===== config.mk =====
export PLATFORM = sky130hd
export DESIGN_NAME = inst_fetch
export DESIGN_NICKNAME = d
export VERILOG_FILES = /design/src/rtl/inst_fetch.sv
export SDC_FILE = /design/constraint.sdc
export NUM_CORES = 1
export LEC_CHECK = 0
export ABC_AREA = 1
export CORE_ASPECT_RATIO = 1.1
export CORE_UTILIZATION = 45
export CTS_CLUSTER_DIAMETER = 120
export CTS_CLUSTER_SIZE = 20
export DETAILED_ROUTE_END_ITERATION = 12
export PLACE_DENSITY = 0.79
export RECOVER_POWER = 50
export SLEW_MARGIN = 20
export SYNTH_ARGS = -nofsm -noshare
export SYNTH_HDL_FRONTEND = slang
export SYNTH_SLANG_ARGS = --single-unit

===== constraint.sdc =====
create_clock -name Clk -period 2.22 [get_ports Clk]
set_clock_uncertainty 0.15 [all_clocks]
set_input_delay 0.444 -clock Clk [delete_from_list [all_inputs] [get_ports Clk]]
set_output_delay 0.444 -clock Clk [all_outputs]
set_load 0.01 [all_outputs]

===== src/rtl/inst_fetch.sv =====
// inst_fetch: program counter sequencer with IDLE / RUN / HALTED control.
//   Start restarts execution at StartAddr from any state. In RUN the priority
//   is Start, Stall, Halt, taken absolute jump, taken relative branch, then
//   sequential increment (wraps modulo 2**A).
// Parameters:
//   A  - instruction address width
//   OW - signed relative branch offset width
// Ports:
//   Clk, Reset_n        - clock, asynchronous active-low reset
//   Start, StartAddr    - begin execution at StartAddr
//   Stall               - hold ProgCtr and state (RUN only)
//   Halt                - enter HALTED, ProgCtr held
//   BranchAbs, Target   - absolute jump when Taken
//   BranchRel, Offset   - PC-relative branch when Taken
//   ProgCtr             - registered instruction address
//   Busy, Done          - registered RUN / HALTED indications
//   FetchCount          - saturating ProgCtr advance counter (FETCH_COUNT_EN only)
// Build option: define FETCH_COUNT_EN to include FetchCount.
module inst_fetch #(
    parameter int unsigned A  = 10,
    parameter int unsigned OW = 8
) (
    input  logic          Clk,
    input  logic          Reset_n,
    input  logic          Start,
    input  logic [A-1:0]  StartAddr,
    input  logic          Stall,
    input  logic          Halt,
    input  logic          BranchAbs,
    input  logic          BranchRel,
    input  logic          Taken,
    input  logic [A-1:0]  Target,
    input  logic [OW-1:0] Offset,
    output logic [A-1:0]  ProgCtr,
    output logic          Busy,
    output logic          Done
`ifdef FETCH_COUNT_EN
    ,
    output logic [15:0]   FetchCount
`endif
);

    localparam logic [1:0] IDLE   = 2'd0;
    localparam logic [1:0] RUN    = 2'd1;
    localparam logic [1:0] HALTED = 2'd2;

    logic [1:0]   state;
    logic [1:0]   state_next;
    logic [A-1:0] pc_next;
    logic [A-1:0] off_ext;

    // Sign-extend the relative offset to the address width.
    assign off_ext = A'($signed(Offset));

    // State, program counter and status flags.
    always_ff @(posedge Clk or negedge Reset_n) begin
        if (!Reset_n) begin
            state   <= IDLE;
            ProgCtr <= '0;
            Busy    <= 1'b0;
            Done    <= 1'b0;
        end else begin
            state   <= state_next;
            ProgCtr <= pc_next;
            Busy    <= (state_next == RUN);
            Done    <= (state_next == HALTED);
        end
    end

    // Next-state and next-address selection.
    always_comb begin
        state_next = state;
        pc_next    = ProgCtr;
        case (state)
            IDLE, HALTED: begin
                if (Start) begin
                    pc_next    = StartAddr;
                    state_next = RUN;
                end
            end
            RUN: begin
                if (Start) begin
                    pc_next = StartAddr;
                end else if (Stall) begin
                    pc_next = ProgCtr;
                end else if (Halt) begin
                    state_next = HALTED;
                end else if (BranchAbs && Taken) begin
                    pc_next = Target;
                end else if (BranchRel && Taken) begin
                    pc_next = ProgCtr + off_ext;
                end else begin
                    pc_next = ProgCtr + A'(1);
                end
            end
            default: begin
                state_next = IDLE;
                pc_next    = '0;
            end
        endcase
    end

`ifdef FETCH_COUNT_EN
    logic cnt_adv;
    logic cnt_clr;

    // Every RUN edge that moves ProgCtr counts: restart, branch or sequential.
    assign cnt_adv = (state == RUN) && (Start || (!Stall && !Halt));
    assign cnt_clr = (state != RUN) && Start;

    // Saturating fetch counter.
    always_ff @(posedge Clk or negedge Reset_n) begin
        if (!Reset_n) begin
            FetchCount <= '0;
        end else if (cnt_clr) begin
            FetchCount <= '0;
        end else if (cnt_adv && (FetchCount != 16'hFFFF)) begin
            FetchCount <= FetchCount + 16'd1;
        end
    end
`endif

endmodule


==> results.yml <==
run_status:
  status: "complete, no violations"
cells_and_area:
  stdcell_count: 315
  drive_gt1_share_pct: 16.7
  areaGrowthSynthToFinish_pct: 54.0
  nets: 329
  nFillCells: 235
  diodes: 0
  fin_area_um2: 2160
timing:
  post-route-period-util_pct: 97.4
  fin_ws_ns: 0.0588
  hold_viol: 0
  slew_viol_final: 0
  rsz0062_at_grt: "yes"
  setup-violations-final: 0
  fmax_ghz: 0.463
  worst_pin_slew_ns: 0.783
  max_slew_margin_pct: 47.8
  fin_crit_ns: 2.16
synthesis:
  synthArstFlopShare_pct: 100
  synth_edf_count: 0
  ys_ff_latch: 14
  syn_area_um2: 1400
  yosys_most_used_dff: "dfrtp_1"
  postSynthCellCount: 213
  ys_types: 26
  yosys_warnings: 0
  ys_seq_area_share_pct: 25.0
  syn_avg_cell_area_um2: 6.58
  syn_nets: 259
global_route:
  first_global_vias: 1529
  overflow: 0
  grt_pass1_wl_um: 6650
  antenna_found_initial: 0
  grt_start_max_net_pins: 19
  grt_usage_pct: 25.4
placed_design:
  dp_hpwl_um: 3050
  pre_cts_slack_ns: -0.546
  dp_cells: 309
  port_buffers: 47
  placed_area_um2: 2040
  gp_congestion: 0.832
critical_path:
  r2r_start: "ProgCtr[0]"
  crit_slowest_cell: "clkdlybuf4s50_1"
  startpoint: "Offset[7]"
  worst_setup_path_end_kind: "flop"
  cp-start-kind: "primary input"
  slowest_delay_ns: 0.47
  setup.worst_path.class: "primary input to flop"
  required_ns: 2.30
  worstPathArrival_ns: 2.24
  crit_top_cell: "nand2_1"
  crit_chain: "clkdlybuf4s50_1 -> inv_1 -> nor2_2 -> ha_1 -> nand2_1 -> inv_1 -> a21oi_1 -> nand3_1 -> nand2_1 -> nand3_1 -> nand2_1 -> nand2_1 -> a21oi_1"
  critPathMaxFanout: 4
drt:
  wl_met3_um: 176
  drcViolationCount: 0
  top_layer: "met4"
  wl_met2_um: 1910
  wl_per_cell_um: 12.6
  vias: 1622
  via_per_inst: 5.15
  first_iter_violations: 54
  wl_met1_um: 1800
  drt-total-wl_um: 3970
  antenna_left: 0
  drt_first_pass_iters: 4
clocking:
  cts_root_buf: "clkbuf_4"
  clock_latency_ns: 0.30
  cts.clk_slew.worst_paths_ns: 0.10
  cts_buffers: 3
  clock_sinks: 14
  cts_buffer_depth: 2
  h-tree-depth: 1
  cts_tree: "built"
hold_path:
  hp-class: "flop to flop"
  worstHoldStart: "state[0]"
floorplanning:
  die_h_um: 60.6
  start_util_pct: 49.2
  io_pins: 48
  rows: 20
  core-area_um2: 2850
  die_w_um: 55.2
  die_area_um2: 3340
power_and_ir_drop:
  power.internal_mw: 1.31
  combinationalPowerShare_pct: 70.2
  power.switching_mw: 1.06
  power_frac_clock_pct: 8.3
  p_sw_share_pct: 44.6
  peakVddDrop_mv: 0.821
  powerDensity_nw_per_um2: 1100
  seqPwrFrac_pct: 21.5
  leakage_nw: 1.07
flow_run:
  maxCapViolCount: 0
Yosys cell counts, types with 3 or more instances:
| cell | n | area (µm²) |
|---|---|---|
| nand3b_1 | 3 | 22.5 |
| nand3_1 | 15 | 75.1 |
| nor2_1 | 35 | 131 |
| inv_1 | 21 | 78.8 |
| xnor2_1 | 3 | 26.3 |
| a21oi_1 | 21 | 105 |
| o211ai_1 | 5 | 37.5 |
| nand2_1 | 63 | 236 |
| dfrtp_1 | 14 | 350 |
| ha_1 | 9 | 113 |
| inv_2 | 3 | 11.3 |
state kept, by name, indices dropped and copies added, names as in the netlist:
name     count
ProgCtr     10
state        2
Busy         1
Done         1
critical path, delay by kind of cell:
kind                     cells  cell delay (ns)
AO/OA/AOI/OAI                2             0.30
adder cells (fa/ha/maj)      1             0.29
AND/OR/NAND/NOR              7             0.64
buffers and inverters        3             0.56
worst paths after layout:
kind / endpoint / slack, ns / depth (start not counted)
max reg2reg: ProgCtr[8] / 0.34 / 11
min: state[0] / 0.43 / 1
min in group asynchronous: state[0] / 0.57 / 2
max in group asynchronous: ProgCtr[8] / 0.86 / 2
min reg2reg: state[0] / 0.43 / 1
max: ProgCtr[9] / 0.06 / 13
final cells by class:
type / instances / area [µm²] / area share (%)
well taps: 33 / 41.3 / 1.91
multi-input cells: 171 / 1010 / 46.8
flip-flops and latches: 14 / 350 / 16.2
clock buffers: 4 / 36.3 / 1.68
repair buffers: 68 / 626 / 29.0
inverters: 25 / 96.3 / 4.46
power by group through the flow:
stage / Sequential [mW] / Combinational (mW) / Clock [mW]
6_report: 0.509 / 1.66 / 0.197
5_1_grt: 0.527 / 1.84 / 0.211
4_1_cts: 0.505 / 1.59 / 0.197
3_5_place_dp: 0.505 / 1.55 / 0
3_3_place_gp: 0.507 / 1.54 / 0
2_1_floorplan: 0.524 / 0.877 / 0
logic make-up (layout without fill, tap and decap cells):
| group | Yosys count | after routing | share of synthesized area (%) |
|---|---|---|---|
| compound gates | 37 | 37 | 17.0 |
| buf+inv | 28 | 97 | 8.30 |
| simple gates | 121 | 121 | 38.4 |
| flops | 14 | 14 | 25.0 |
| fa+ha+maj | 10 | 10 | 9.46 |
| xor+xnor | 3 | 3 | 1.87 |
per-layer routing:
layer	track usage (%)	vias up
met2	44.6	55
li1	-	834
met3	1.49	7
met4	11.4	0
met1	33.0	726
met5	0	-
through the flow:
| step | total power, mW | setup TNS (ns) | hold slack, ns | utilization, % |
|---|---|---|---|---|
| floorplan | 1.40 | 0 | -0.00159 | - |
| global placement | 2.05 | -3.76 | 0.400 | 71.6 |
| detailed placement | 2.06 | -3.94 | 0.400 | 71.6 |
| CTS | 2.30 | 0 | 0.303 | 73.8 |
| global route | 2.58 | -0.0765 | 0.450 | 75.7 |
| finish | 2.37 | 0 | 0.429 | 75.7 |
repair_timing:
item,CTS,global route
resized for setup,9,12
hold buffers,0,0
setup buffers,0,2
pin swaps,5,5
gates cloned,0,0
endpoints found under the setup margin,8,7
layout by cell type, fill, tap and decap left out, types with 5 or more instances in the layout:
cell type | synthesis | layout
buf_4 | 0 | 18
nor2_1 | 35 | 33
clkdlybuf4s50_1 | 0 | 42
nand3_1 | 15 | 12
inv_1 | 21 | 22
ha_1 | 9 | 7
nand2_1 | 63 | 60
a21oi_1 | 21 | 18
dfrtp_1 | 14 | 14
o211ai_1 | 5 | 5
(Power assumes the default switching activity.)
